$ cat config.mk
export PLATFORM = sky130hd
export DESIGN_NAME = lsu
export DESIGN_NICKNAME = d
export VERILOG_FILES = /design/src/rtl/lsu_pkg.sv /design/src/rtl/lsu_align.sv /design/src/rtl/lsu.sv
export SDC_FILE = /design/constraint.sdc
export NUM_CORES = 1
export LEC_CHECK = 0
export ABC_AREA = 1
export BUFFER_PORTS_ARGS = -buffer_cell sky130_fd_sc_hd__buf_2
export CAP_MARGIN = 20
export CELL_PAD_IN_SITES_DETAIL_PLACEMENT = 1
export CELL_PAD_IN_SITES_GLOBAL_PLACEMENT = 1
export CORE_ASPECT_RATIO = 1.4
export CORE_MARGIN = 5
export CORE_UTILIZATION = 38
export DETAILED_ROUTE_END_ITERATION = 16
export PLACE_DENSITY = 0.95
export SLEW_MARGIN = 20
export SYNTH_ARGS = -nofsm -noshare
export SYNTH_HDL_FRONTEND = slang
export SYNTH_SLANG_ARGS = --single-unit
$ cat constraint.sdc
create_clock -name i_clk -period 8.35 [get_ports i_clk]
set_clock_uncertainty 0.2 [all_clocks]
set_input_delay 0.4175 -clock i_clk [delete_from_list [all_inputs] [get_ports i_clk]]
set_output_delay 0.4175 -clock i_clk [all_outputs]
set_load 0.02 [all_outputs]
$ cat src/rtl/lsu_pkg.sv
// lsu_pkg: shared types and constants for the load/store unit.
// FSM states, error codes, funct3 encodings and legality helpers.
package lsu_pkg;

  typedef enum logic [1:0] {
    IDLE = 2'd0,
    BUSY = 2'd1,
    RESP = 2'd2
  } lsu_state_t;

  localparam logic [1:0] LSU_ERR_OK  = 2'b00;
  localparam logic [1:0] LSU_ERR_MIS = 2'b01;
  localparam logic [1:0] LSU_ERR_TO  = 2'b10;
  localparam logic [1:0] LSU_ERR_ILL = 2'b11;

  localparam logic [2:0] F3_B  = 3'd0;
  localparam logic [2:0] F3_H  = 3'd1;
  localparam logic [2:0] F3_W  = 3'd2;
  localparam logic [2:0] F3_BU = 3'd4;
  localparam logic [2:0] F3_HU = 3'd5;

  function automatic logic f3_legal(input logic we,
                                    input logic [2:0] f3);
    logic ok;
    ok = 1'b0;
    unique case (1'b1)
      (f3 == F3_B),
      (f3 == F3_H),
      (f3 == F3_W):  ok = 1'b1;
      (f3 == F3_BU),
      (f3 == F3_HU): ok = !we;
      default:       ok = 1'b0;
    endcase
    return ok;
  endfunction

  function automatic logic misaligned(input logic [2:0] f3,
                                      input logic [1:0] off);
    logic bad;
    bad = 1'b0;
    unique case (1'b1)
      (f3[1:0] == 2'd1): bad = off[0];
      (f3[1:0] == 2'd2): bad = (off != 2'd0);
      default:           bad = 1'b0;
    endcase
    return bad;
  endfunction

endpackage

$ cat src/rtl/lsu_align.sv
// lsu_align: store lane replication / byte enables and
// load shift with sign or zero extension.
import lsu_pkg::*;

module lsu_align (
  input  logic        we,
  input  logic [2:0]  funct3,
  input  logic [1:0]  off,
  input  logic [31:0] wdata,
  input  logic [31:0] rdata,
  output logic [31:0] lane_wdata,
  output logic [3:0]  lane_be,
  output logic [31:0] load_data
);

  logic [31:0] sh;

  // store lanes and byte enables; loads read the whole word
  always_comb begin
    lane_wdata = wdata;
    lane_be    = 4'hf;
    case (funct3[1:0])
      2'd0: begin
        lane_wdata = {4{wdata[7:0]}};
        lane_be    = 4'b0001 << off;
      end
      2'd1: begin
        lane_wdata = {2{wdata[15:0]}};
        lane_be    = 4'b0011 << off;
      end
      default: begin
        lane_wdata = wdata;
        lane_be    = 4'hf;
      end
    endcase
    if (!we) lane_be = 4'hf;
  end

  // load extraction from the addressed byte lane
  always_comb begin
    sh = rdata >> {off, 3'b000};
    case (funct3)
      F3_B:    load_data = {{24{sh[7]}}, sh[7:0]};
      F3_H:    load_data = {{16{sh[15]}}, sh[15:0]};
      F3_BU:   load_data = {24'd0, sh[7:0]};
      F3_HU:   load_data = {16'd0, sh[15:0]};
      default: load_data = sh;
    endcase
  end

endmodule

$ cat src/rtl/lsu.sv
// lsu: single-outstanding load/store unit with req/ack bus,
// stall generation, alignment errors and ack timeout.
import lsu_pkg::*;

module lsu #(
  parameter int TIMEOUT_CYCLES = 255
) (
  input  logic        i_clk,
  input  logic        i_rst,
  input  logic        i_valid,
  input  logic        i_we,
  input  logic [2:0]  i_funct3,
  input  logic [31:0] i_addr,
  input  logic [31:0] i_wdata,
  output logic        o_stall,
  output logic        o_done,
  output logic [1:0]  o_err,
  output logic [31:0] o_rdata,
  output logic        o_mem_req,
  output logic        o_mem_we,
  output logic [31:0] o_mem_addr,
  output logic [31:0] o_mem_wdata,
  output logic [3:0]  o_mem_be,
  input  logic        i_mem_ack,
  input  logic [31:0] i_mem_rdata
);

  localparam int CW = (TIMEOUT_CYCLES > 0) ?
                      $clog2(TIMEOUT_CYCLES + 1) : 1;
  localparam logic [CW-1:0] TLAST = (TIMEOUT_CYCLES > 0) ?
                      CW'(TIMEOUT_CYCLES - 1) : '0;
  localparam bit TO_EN = (TIMEOUT_CYCLES != 0);

  lsu_state_t  state;
  logic [CW-1:0] cnt;
  logic        we_q;
  logic [2:0]  f3_q;
  logic [1:0]  off_q;

  logic        idle;
  logic        a_we;
  logic [2:0]  a_f3;
  logic [1:0]  a_off;
  logic [31:0] lane_wdata;
  logic [3:0]  lane_be;
  logic [31:0] load_data;

  assign idle  = (state == IDLE);
  assign a_we  = idle ? i_we : we_q;
  assign a_f3  = idle ? i_funct3 : f3_q;
  assign a_off = idle ? i_addr[1:0] : off_q;

  assign o_stall = !i_rst &&
                   ((idle && i_valid) || (state == BUSY));

  lsu_align u_align (
    .we         (a_we),
    .funct3     (a_f3),
    .off        (a_off),
    .wdata      (i_wdata),
    .rdata      (i_mem_rdata),
    .lane_wdata (lane_wdata),
    .lane_be    (lane_be),
    .load_data  (load_data)
  );

  // control FSM with registered bus and result outputs
  always_ff @(posedge i_clk or posedge i_rst) begin
    if (i_rst) begin
      state       <= IDLE;
      cnt         <= '0;
      we_q        <= 1'b0;
      f3_q        <= 3'd0;
      off_q       <= 2'd0;
      o_done      <= 1'b0;
      o_err       <= LSU_ERR_OK;
      o_rdata     <= 32'd0;
      o_mem_req   <= 1'b0;
      o_mem_we    <= 1'b0;
      o_mem_addr  <= 32'd0;
      o_mem_wdata <= 32'd0;
      o_mem_be    <= 4'd0;
    end else begin
      case (state)
        IDLE: begin
          o_done <= 1'b0;
          o_err  <= LSU_ERR_OK;
          if (i_valid) begin
            if (!f3_legal(i_we, i_funct3)) begin
              o_err   <= LSU_ERR_ILL;
              o_rdata <= 32'd0;
              o_done  <= 1'b1;
              state   <= RESP;
            end else if (misaligned(i_funct3, i_addr[1:0])) begin
              o_err   <= LSU_ERR_MIS;
              o_rdata <= 32'd0;
              o_done  <= 1'b1;
              state   <= RESP;
            end else begin
              we_q        <= i_we;
              f3_q        <= i_funct3;
              off_q       <= i_addr[1:0];
              cnt         <= '0;
              o_mem_req   <= 1'b1;
              o_mem_we    <= i_we;
              o_mem_addr  <= {i_addr[31:2], 2'b00};
              o_mem_wdata <= lane_wdata;
              o_mem_be    <= lane_be;
              state       <= BUSY;
            end
          end
        end
        BUSY: begin
          if (i_mem_ack) begin
            o_mem_req <= 1'b0;
            o_rdata   <= we_q ? 32'd0 : load_data;
            o_err     <= LSU_ERR_OK;
            o_done    <= 1'b1;
            state     <= RESP;
          end else if (TO_EN && cnt == TLAST) begin
            o_mem_req <= 1'b0;
            o_rdata   <= 32'd0;
            o_err     <= LSU_ERR_TO;
            o_done    <= 1'b1;
            state     <= RESP;
          end else begin
            cnt <= cnt + 1'b1;
          end
        end
        RESP: begin
          o_done <= 1'b0;
          o_err  <= LSU_ERR_OK;
          state  <= IDLE;
        end
        default: state <= IDLE;
      endcase
    end
  end

endmodule
Word level (Yosys, flattened, before mapping)

Cells that the tools add are included.
W data, S select, Z words.

Add/sub/neg operators: 1
Eq/ne operators: 20
Shift-type cells: 3
Muxes and demuxes: 50
Bitwise logic cells: 1
Reduce and logical (&&, ||, !) cells: 20

Operator list:

| cell                  | count |
|---|---|
| $mux W32              | 6 |
| $pmux W32 S2          | 2 |
| $pmux W32 S4          | 1 |
| $mux W8               | 5 |
| $shr A32 B5 Y32       | 1 |
| $mux W2               | 9 |
| $mux W1               | 17 |
| $pmux W8 S2           | 1 |
| $eq A3 B3 Y1 const B  | 4 |
| $add A8 B1 Y8 const B | 1 |
| $eq A8 B8 Y1 const B  | 1 |
| $ne A2 B2 Y1 const B  | 4 |
| $pmux W4 S2           | 1 |
| $reduce_and A4 Y1     | 2 |
| $eq A2 B1 Y1 const B  | 3 |
| $eq A3 B1 Y1 const B  | 2 |
| $logic_not A3 Y1      | 2 |
| $ne A3 B2 Y1 const B  | 2 |
| $pmux W1 S2           | 3 |
| $pmux W2 S3           | 1 |
| $reduce_and A6 Y1     | 1 |
| $reduce_and A5 Y1     | 1 |
| $eq A2 B2 Y1 const B  | 2 |
| $logic_not A2 Y1      | 2 |
| 17 further kinds      | 21 |

Register bits: 118
Bits of input ports: 104
Output and inout bits: 106
Logic and storage cells: 107

Logic depth before layout (Yosys ltp)

Gate-level depths: netlist of run 1.

Word-level depth: 12
Gate-level depth with buffers: 13
Mapped depth without buffers: 11

Hierarchy

Synthesis of run 1 repeated with hierarchy kept, for this count alone.

Cells, all modules: 938
Area total of the unflattened synthesis: 6610.1 um^2

By module, submodules not included:

| module    | instances | cells each | area each (um^2) | sequential area each (um^2) |
|---|---|---|---|---|
| lsu       | 1         | 678        | 5362.6           | 2952.8 |
| lsu_align | 1         | 260        | 1247.4           | 0.0 |

Least setup slack after synthesis of run 1

No wires, ideal clock.

Path type: register to register
From: reg state[0]
To: reg o_rdata[16]
Setup time: 0.117 ns
Arrival: 1.662 ns
Data required time: 8.033 ns
Path slack: 6.371 ns
Stages on the path, launching flop included: 12
Period minus slack after synthesis: 1.979 ns
Cells stage by stage: dfrtp_1 > inv_1 > ha_1 > buf_6 > buf_6 > o21ai_4 > nand3_1 > nand3_1 > nand3_4 > buf_6 > nand3_1 > nand2_1

Longest elaborated chain between the ends: 7
Elaborated cells on any way between the ends: 18
Classes of those cells: eq/ne (7); shift (1); mux (6); reduce/logical (4)

RTL lines:

| item                                          | RTL line             | source |
|---|---|---|
| from (decl)                                   | lsu.sv:34            | `lsu_state_t state;` |
| from (signal assigned)                        | lsu.sv:70            | `state <= IDLE;` |
| from (signal assigned)                        | lsu.sv:93            | `state <= RESP;` |
| from (signal assigned)                        | lsu.sv:98            | `state <= RESP;` |
| $logic_not A2 Y1                              | lsu.sv:48, lsu.sv:84 |  |
| $mux W2 or $mux W3 (tied branches)            | lsu.sv:51, lsu.sv:50 |  |
| $shr A32 B5 Y32, or another cell as far along | lsu_align.sv:41      | `sh = rdata >> {off, 3'b000};` |
| $pmux W32 S4                                  | lsu_align.sv:42      | `case (funct3)` |
| $mux W32                                      | lsu.sv:116           | `o_rdata <= we_q ? 32'd0 : load_data;` |
| $mux W32                                      | lsu.sv:114           | `if (i_mem_ack) begin` |
| $pmux W32 S2                                  | lsu.sv:84            | `case (state)` |
| to (signal assigned)                          | lsu.sv:116           |  |
| to (decl)                                     | lsu.sv:18            | `output logic [31:0] o_rdata,` |

Parallel ways exist; a longest one is shown, timed or not.
A chain may end at the register's enable or synchronous reset.

Worst setup path after layout of run 1

From: reg state[1]
To: reg o_mem_be[1]

Longest elaborated chain between the ends: 5
Elaborated cells on any way between the ends: 11
Classes of those cells: eq/ne (1); shift (2); mux (5); reduce/logical (3)

RTL lines:

| item                                        | RTL line             | source |
|---|---|---|
| $logic_not A2 Y1 *                          | lsu.sv:48, lsu.sv:84 |  |
| $mux W2 or $mux W3 (tied branches)          | lsu.sv:51, lsu.sv:50 |  |
| $shl A2 B2 Y4, or another cell as far along | lsu_align.sv:29      | `lane_be = 4'b0011 << off;` |
| $pmux W4 S2                                 | lsu_align.sv:22      | `case (funct3[1:0])` |
| $mux W4                                     | lsu_align.sv:36      | `if (!we) lane_be = 4'hf;` |
| to (signal assigned)                        | lsu.sv:108           | `o_mem_be <= lane_be;` |
| to (decl)                                   | lsu.sv:23            | `output logic [3:0] o_mem_be,` |

Mark *: on every way between the ends. The rest lies on a longest branch, timed or not.

==> results.cfg, run 1 <==
[status]
status = finished, final reports clean

[synth]
avgSynthCellArea_um2 = 7.79
synthAdderAreaFrac_pct = 1.67
ys_types = 34
synth_simple_gate_area_share_pct = 28.9
synth.mux.area_fraction_pct = 0
synth_area_um2 = 5990
synth_compound_area_share_pct = 12.6
ys_seq_area_share_pct = 49.3
synth-xor-area-share_pct = 0.731
synth_top_family_by_area = simple AND/OR/NAND/NOR gates
ys.warnings.count = 0
ys_ff_latch = 118
syn_inst = 769

[worst_setup_path]
reg2regPathDepth = 8
endpoint_kind = register
cp.arrival_ns = 3.85
rrSetupSlack_ns = 4.59
r2r_end = o_mem_be[1]$_DFFE_PP0P_
crit_required_ns = 8.44
critPathKind = reg2reg
crit_fanout = 95
start_kind = register
r2r_start = state[1]$_DFFE_PP0P_

[timing]
finalSetupViolCount = 0
worst_slack_ns = 4.59
max_slew_margin_pct = 37.8
min_period_ns = 3.76
tightest_slew_ns = 0.933
max_freq_mhz = 266
fin_crit_sh_pct = 45.1
hold_slack_ns = 0.00622
hold_viol_final = 0
tns_ns = 0
rsz0062_at_grt = false
slew_viol_final = 0

[grt]
grt_pass1_vias = 6507
grt_use_met1_pct = 24.6
grt_pass1_wl_mm = 32.9
grt_use_met3_pct = 4.22
grt_use_met2_pct = 42.2
grt_busiest_layer = met2
track_usage_pct = 22.8
antenna_found_initial = 1
grt_max_degree = 96
gr-total-overflow = 0

[route]
antenna_left = 0
drtIter0Drc = 346
post-route-drc-count = 0
routed_via_density = 5.18
vias = 6081
routedWlPerCell_um = 18.0
dr.pass1.iters = 4
drt-total-wl_mm = 21.1

[placement]
gp_congestion = 0.829
dp_cells = 1136
place.port_buffers = 207
hpwl_mm = 15.0
pre_cts_ws_ns = 4.65
place_area_um2 = 7080

[min_path]
hold_path_end = o_mem_addr[29]$_DFFE_PP0P_
hold_path.class = in2reg
whs_path_depth = 3
holdCritStartpoint = i_addr[29]

[cells_and_area]
final_cell_area_um2 = 7730
drive_gt1_share_pct = 27.2
insertedDiodeCount = 0
area_growth_pct = 29.1
final_cells = 1173
layout.nets = 1076
fin_util_pct = 49.8

[floorplanning]
die_height_um = 159
dieArea_um2 = 18400
initial_core_util_pct = 38.5
rows = 54
ios = 210
die_w_um = 116
fp.coreArea_um2 = 15500

[power]
leakage_nw = 4.22
max-vdd-ir-drop_mv = 0.169
power.total_mw = 3.01
power_density_nw_per_um2 = 390

[clocking]
insertion_delay_ns = 0.42
htree_levels = 4
clk_pin_slew_ns = 0.06
clock_path_buffers = 2
cts.sinks = 118
numCtsBuffers = 17
post_cts_buffers = 0
cts_tree = built
cts-root-buf = clkbuf_16

[run]
maxCapViolCount = 0
## state kept, by name (all words and copies together), names as in the netlist
name / flops
state: 2
o_err: 2
o_rdata: 32
o_mem_req: 1
o_mem_addr: 30
o_done: 1
cnt: 8
o_mem_be: 4
we_q: 1
off_q: 2
o_mem_wdata: 32
f3_q: 3
## Yosys cell counts, drive strengths merged
master / count / area, um2
nand2: 330 / 1250
nor2: 43 / 193
buf: 32 / 208
dfrtp: 118 / 2950
nor3: 2 / 10.0
o21ai: 75 / 390
xor2: 5 / 43.8
o31ai: 7 / 52.6
ha: 8 / 100
inv: 43 / 164
o21a: 4 / 30.0
nand4: 6 / 37.5
nand3: 37 / 233
clkbuf: 9 / 33.8
nor3b: 1 / 7.51
a21oi: 23 / 115
o22ai: 1 / 6.26
conb: 1 / 3.75
o211ai: 6 / 45.0
a31oi: 18 / 113
## final cells by class
cell class / instances / area (um2)
clock inverter: 15 / 180
timing repair buffer: 216 / 1120
fill: 1994 / 7810
inverter: 43 / 166
clock buffer: 17 / 425
sequential: 118 / 2950
multi-input combinational: 568 / 2650
tap: 196 / 245
## worst max path at each step
stage,start,endpoint,slack [ns],cells after the start
after CTS,state[1]$_DFFE_PP0P_,o_mem_be[1]$_DFFE_PP0P_,4.55,8
after global routing,state[1]$_DFFE_PP0P_,o_mem_be[0]$_DFFE_PP0P_,4.22,8
after floorplan,i_rst,cnt[0]$_DFFE_PP0P_,4.60,1
after detailed placement,state[0]$_DFFE_PP0P_,o_mem_be[1]$_DFFE_PP0P_,4.65,8
after global placement,state[0]$_DFFE_PP0P_,o_mem_be[3]$_DFFE_PP0P_,4.79,8
final,state[1]$_DFFE_PP0P_,o_mem_be[1]$_DFFE_PP0P_,4.59,8
## kinds of logic (layout without fill, tap and decap cells)
| kind of cell | Yosys count | after routing |
|---|---|---|
| AOI/OAI and AO/OA | 134 | 134 |
| other | 1 | 2 |
| xor gates and xnor gates | 5 | 5 |
| adders and majority gates | 8 | 8 |
| buffers and inverters | 84 | 291 |
| DFF | 118 | 118 |
| and+or+nand+nor | 419 | 419 |
## report_power, final
group / total (mW) / switching [mW] / internal, mW
combinational: 1.37 / 0.976 / 0.395
sequential: 0.882 / 0.114 / 0.769
clock: 0.760 / 0.289 / 0.471
total: 3.01 / 1.38 / 1.63
## routing by layer
metal	up-vias	wire length [um]
met5	-	7
met2	206	11500
met1	2943	7700
met3	67	1020
li1	2863	-
met4	2	921
## worst max-delay path, stage by stage (launching register included)
cell,delay (ns)
dfrtp_1,0.40
inv_1,0.10
ha_1,0.69
nand2_1,0.30
nor2_4,0.17
buf_4,0.70
inv_2,0.60
nor2_2,0.34
a21oi_1,0.10
## placed cells by master, fill, tap and decap left out
| cell | synthesis | routed |
|---|---|---|
| bufinv_16 | 0 | 3 |
| nor2_1 | 38 | 38 |
| inv_4 | 1 | 2 |
| o21ai_0 | 71 | 71 |
| nand2_1 | 325 | 325 |
| o21a_1 | 4 | 4 |
| buf_2 | 19 | 207 |
| nor2_4 | 1 | 2 |
| nand3_2 | 2 | 2 |
| conb_1 | 1 | 2 |
| dfrtp_1 | 118 | 118 |
| ha_1 | 8 | 8 |
| inv_1 | 40 | 39 |
| nand4_1 | 6 | 6 |
| nand3_4 | 3 | 3 |
| clkbuf_16 | 0 | 17 |
| o31ai_1 | 7 | 7 |
| nor2_8 | 1 | 1 |
| o21ai_2 | 1 | 3 |
| nor3_1 | 2 | 2 |
| nor3b_1 | 1 | 1 |
| nand2_2 | 5 | 5 |
| clkinvlp_4 | 0 | 3 |
| clkinv_4 | 0 | 4 |
| a31oi_1 | 18 | 18 |
| nand3_1 | 32 | 32 |
| dlygate4sd3_1 | 0 | 5 |
| a21oi_1 | 23 | 23 |
| inv_6 | 0 | 2 |
| clkinv_2 | 0 | 3 |
| inv_2 | 2 | 2 |
| o211ai_1 | 6 | 6 |
| nor2_2 | 3 | 2 |
| o21ai_4 | 1 | 1 |
| o22ai_1 | 1 | 1 |
| xor2_1 | 5 | 5 |
| buf_4 | 7 | 4 |
## repair_timing
item | 4_1_cts | 5_1_grt
hold endpoints to repair | 54 | 0
resized for setup | 0 | 0
hold buffers | 5 | 0
Power figures use the tool's default switching activity.
==> inputs of run 2 (changes only) <==
- CORE_UTILIZATION: 38 -> 32
- PLACE_DENSITY: 0.95 -> 0.88
- clock period: 8.35 -> 3.4 ns (I/O delays scaled with it)
==> results.cfg, run 2 (same netlist as run 1, synthesis figures left out) <==
[clocking]
post_cts_buffers = 0
cts-root-buf = clkbuf_16
numCtsBuffers = 17
cts.sinks = 118
clock_path_buffers = 2
cts_tree = built
htree_levels = 4
clk_pin_slew_ns = 0.06
insertion_delay_ns = 0.41

[cells_and_area]
fin_util_pct = 47.2
fill_cells = 2253
register_area_um2 = 2950
largest_registers = o_mem_wdata: 32 flops, o_rdata: 32 flops, o_mem_addr: 30 flops
drive_gt1_share_pct = 25.2
layout.nets = 1167
area_growth_pct = 45.9
final_cell_area_um2 = 8740
final_cells = 1315
layout_common_cells = nand2_1 (325), buf_2 (207), dfrtp_1 (118)
mostFrequentLayoutCell = nand2_1
multiInputGateArea_um2 = 2650

[grt]
grt_max_degree = 119
grt_pass1_vias = 7134
track_usage_pct = 21.6
antenna_found_initial = 3
grt_pass1_wl_mm = 36.9
gr-total-overflow = 0

[route]
drtIter0Drc = 347
routedWlPerCell_um = 17.9
drt-total-wl_mm = 23.6
post-route-drc-count = 0
routed_via_density = 4.93
vias = 6484
dr.pass1.iters = 4
antenna_left = 0

[timing]
max_slew_margin_pct = 38.5
tns_ns = 0
slew_viol_final = 0
rsz0062_at_grt = false
worst_slack_ns = 0.331
fin_crit_sh_pct = 90.3
tightest_slew_ns = 0.922
max_freq_mhz = 326
finalSetupViolCount = 0
min_period_ns = 3.07
hold_viol_final = 0
hold_slack_ns = 0.0171

[floorplanning]
rows = 59
die_w_um = 126
dieArea_um2 = 21600
ios = 210
fp.coreArea_um2 = 18500
initial_core_util_pct = 32.3
die_height_um = 172

[placement]
pre_cts_ws_ns = 0.442
place.port_buffers = 207
dp_cells = 1187
hpwl_mm = 14.9
place_area_um2 = 7190
gp_congestion = 0.798

[power]
leakage_nw = 4.60
max-vdd-ir-drop_mv = 0.405
power.total_mw = 7.64
power_density_nw_per_um2 = 875

[run]
maxCapViolCount = 0

[min_path]
whs_path_depth = 4
hold_path.class = in2reg

[worst_setup_path]
endpoint_kind = register
critPathKind = reg2reg
reg2regPathDepth = 9
crit_required_ns = 3.49
rrSetupSlack_ns = 0.33
start_kind = register
cp.arrival_ns = 3.15
crit_fanout = 18

[status]
status = finished, final reports clean
## run 2: area by class of cell
| class | count | area share, % |
|---|---|---|
| tap | 244 | 3.49 |
| timing repair buffer | 307 | 23.4 |
| sequential | 118 | 33.8 |
| multi-input combinational | 568 | 30.3 |
| antenna | 3 | 0.0859 |
| inverter | 43 | 1.92 |
| clock buffer | 20 | 5.23 |
| clock inverter | 12 | 1.75 |
## run 2: report_power, final
| part | internal (mW) | switching, mW | total [mW] | leakage, nW |
|---|---|---|---|---|
| Clock | 1.19 | 0.677 | 1.87 | 0.288 |
| Combinational | 1.12 | 2.47 | 3.59 | 2.82 |
| Sequential | 1.89 | 0.300 | 2.19 | 1.49 |
| Total | 4.19 | 3.45 | 7.64 | 4.60 |
## run 2: per-layer routing
layer / routed length, um / up-vias / global-route usage, %
met3: 1130 / 85 / 4.70
li1: - / 3056 / -
met5: 0 / - / 0
met4: 1440 / 0 / 15.0
met1: 8560 / 3120 / 22.4
met2: 12500 / 223 / 39.0
## run 2: repair_timing
action,in CTS,in global routing
gates resized for setup,0,1
hold buffers,93,0
setup endpoints to repair,0,1
endpoints found under the hold margin,205,0
## run 2: worst max-delay path, cell delays in order, from the launching register on
cell           delay (ns)
dfrtp_1              0.40
inv_1                0.09
ha_2                 0.45
inv_4                0.11
nand2_1              0.09
nand2_1              0.31
o211ai_1             0.27
dlygate4sd3_1        0.61
nand2_1              0.08
o21ai_0              0.32
## run 2: worst paths after layout
kind,startpoint,endpoint
max in group asynchronous,i_rst,o_mem_addr[4]$_DFFE_PP0P_
hold / removal,i_mem_ack,o_err[1]$_DFFE_PP0P_
setup reg to reg,state[1]$_DFFE_PP0P_,o_rdata[3]$_DFFE_PP0P_
hold reg to reg,o_mem_addr[14]$_DFFE_PP0P_,o_mem_addr[14]$_DFFE_PP0P_
min in group asynchronous,i_rst,o_rdata[5]$_DFFE_PP0P_
setup / recovery,state[1]$_DFFE_PP0P_,o_rdata[3]$_DFFE_PP0P_
==> inputs of run 3 (changes only) <==
- CORE_UTILIZATION: 32 -> 36
- PLACE_DENSITY: 0.88 -> 0.93
- SETUP_SLACK_MARGIN: not set -> 0.3
- clock period: 3.4 -> 3.5 ns (I/O delays scaled with it)
==> results.cfg, run 3 (same netlist as run 1, synthesis figures left out) <==
[timing]
tns_ns = 0
rsz0062_at_grt = false
slew_viol_final = 0
max_slew_margin_pct = 39.3
hold_slack_ns = 0.00395
max_freq_mhz = 344
fin_crit_sh_pct = 82.9
tightest_slew_ns = 0.911
min_period_ns = 2.90
hold_viol_final = 0
finalSetupViolCount = 0

[route]
routed_via_density = 5.13
dr_wl_met2_mm = 12.8
drt-total-wl_mm = 23.8
post-route-drc-count = 0
highest_layer = met4
met1_length_mm = 8.68
routedWlPerCell_um = 18.9
wl_met3_mm = 1.12
antenna_left = 0
dr.pass1.iters = 5
drtIter0Drc = 299
vias = 6439

[status]
status = finished, final reports clean

[worst_setup_path]
cp.arrival_ns = 3.00
worst-path-buf-inv = 4
start_kind = register
r2r_start = state[0]$_DFFE_PP0P_
cpMostUsedCell = nand2_2
reg2regPathDepth = 10
endpoint_kind = register
max_stage_delay_ns = 0.58
rrSetupSlack_ns = 0.60
crit_fanout = 17
cp_top_family = buffers and inverters
timing.critical_path.slowest_stage_cell = dlygate4sd3_1
crit_required_ns = 3.59
critPathKind = reg2reg
r2r_end = o_mem_wdata[14]$_DFFE_PP0P_
crit_chain = inv_1 > ha_2 > inv_4 > nand2_2 > nand2_2 > nand2_4 > clkinvlp_4 > nand2_1 > a31oi_1 > dlygate4sd3_1

[floorplanning]
rows = 55
initial_core_util_pct = 36.9
fp.coreArea_um2 = 16200
die_w_um = 119
dieArea_um2 = 19400
die_height_um = 163
ios = 210

[cells_and_area]
layout.nets = 1153
drive_gt1_share_pct = 25.8
layout_common_cells = nand2_1 (325), buf_2 (207), dfrtp_1 (118)
largest_registers = o_mem_wdata: 32 flops, o_rdata: 32 flops, o_mem_addr: 30 flops
area_growth_pct = 42.8
mostFrequentLayoutCell = nand2_1

[power]
power_density_nw_per_um2 = 873
max-vdd-ir-drop_mv = 0.396
power.total_mw = 7.47
leakage_nw = 4.55

[grt]
grt_pass1_wl_mm = 38.0
grt_max_degree = 95
grt_pass1_vias = 7109
antenna_found_initial = 2
track_usage_pct = 24.7
gr-total-overflow = 0

[placement]
gp_congestion = 0.836
hpwl_mm = 15.0
place.port_buffers = 207

[min_path]
hold_path_end = o_rdata[30]$_DFFE_PP0P_
holdCritStartpoint = i_mem_rdata[30]
hold_path.class = in2reg
whs_path_depth = 5

[clocking]
cts_tree = built
htree_levels = 4
cts.sinks = 118
cts-root-buf = clkbuf_16
numCtsBuffers = 17
clk_pin_slew_ns = 0.06
insertion_delay_ns = 0.41
clock_path_buffers = 2

[run]
maxCapViolCount = 0
run 3: cell count changes in the layout (fill, tap and decap cells not counted), sizes merged:
cell,change
clkinvlp,-1
diode,-1
dlygate4sd3,-15
clkbuf,-3
clkinv,-1
inv,+5
buf,+1
run 3: final cells by class:
cell class	count	area (um2)
flip-flops and latches	118	2950
clock inverters	15	195
inverters	43	171
diodes	2	5.00
clock buffers	17	425
fillers	2019	7680
repair buffers	293	1900
multi-input cells	568	2660
well taps	199	249
run 3: what timing repair did:
action | in CTS | in global routing
resized for setup | 0 | 3
hold buffers | 78 | 0
setup endpoints to repair | 0 | 1
setup buffers | 0 | 0
endpoints found under the hold margin | 103 | 0
run 3: where the power goes:
part | internal, mW | switching [mW]
combinational | 1.05 | 2.42
clock | 1.14 | 0.720
sequential | 1.83 | 0.305
run 3: worst max path at each step:
stage / from / to / slack [ns] / depth (start not counted)
after floorplan: state[0]$_DFFE_PP0P_ / o_rdata[16]$_DFFE_PP0P_ / 1.52 / 11
after global placement: state[0]$_DFFE_PP0P_ / o_rdata[31]$_DFFE_PP0P_ / 0.96 / 11
after detailed placement: state[0]$_DFFE_PP0P_ / o_mem_wdata[31]$_DFFE_PP0P_ / 0.79 / 11
after CTS: state[0]$_DFFE_PP0P_ / o_mem_wdata[14]$_DFFE_PP0P_ / 0.41 / 9
after global routing: state[0]$_DFFE_PP0P_ / o_mem_wdata[14]$_DFFE_PP0P_ / 0.41 / 10
final: state[0]$_DFFE_PP0P_ / o_mem_wdata[14]$_DFFE_PP0P_ / 0.60 / 10
run 3: worst register-to-register path: stages (launching register included):
cell	delay [ns]
dfrtp_1	0.40
inv_1	0.11
ha_2	0.34
inv_4	0.10
nand2_2	0.07
nand2_2	0.21
nand2_4	0.31
clkinvlp_4	0.26
nand2_1	0.13
a31oi_1	0.08
dlygate4sd3_1	0.58
run 3: routing by layer:
layer / vias to the layer above / global-route usage [%]
met1: 3133 / 26.6
li1: 3020 / -
met4: 0 / 12.9
met2: 215 / 45.0
met5: - / 0
met3: 71 / 5.07
run 3: metrics by stage:
stage                     util [%]  instance area [um2]  setup slack (ns)  cells
final                         52.7                 8560             0.597   1255
after global routing          52.7                 8560             0.413   1255
after CTS                     52.6                 8540             0.407   1253
after detailed placement      44.0                 7140             0.786   1143
after global placement        44.0                 7140             0.957   1143
after floorplan                  -                 6000              1.52    770
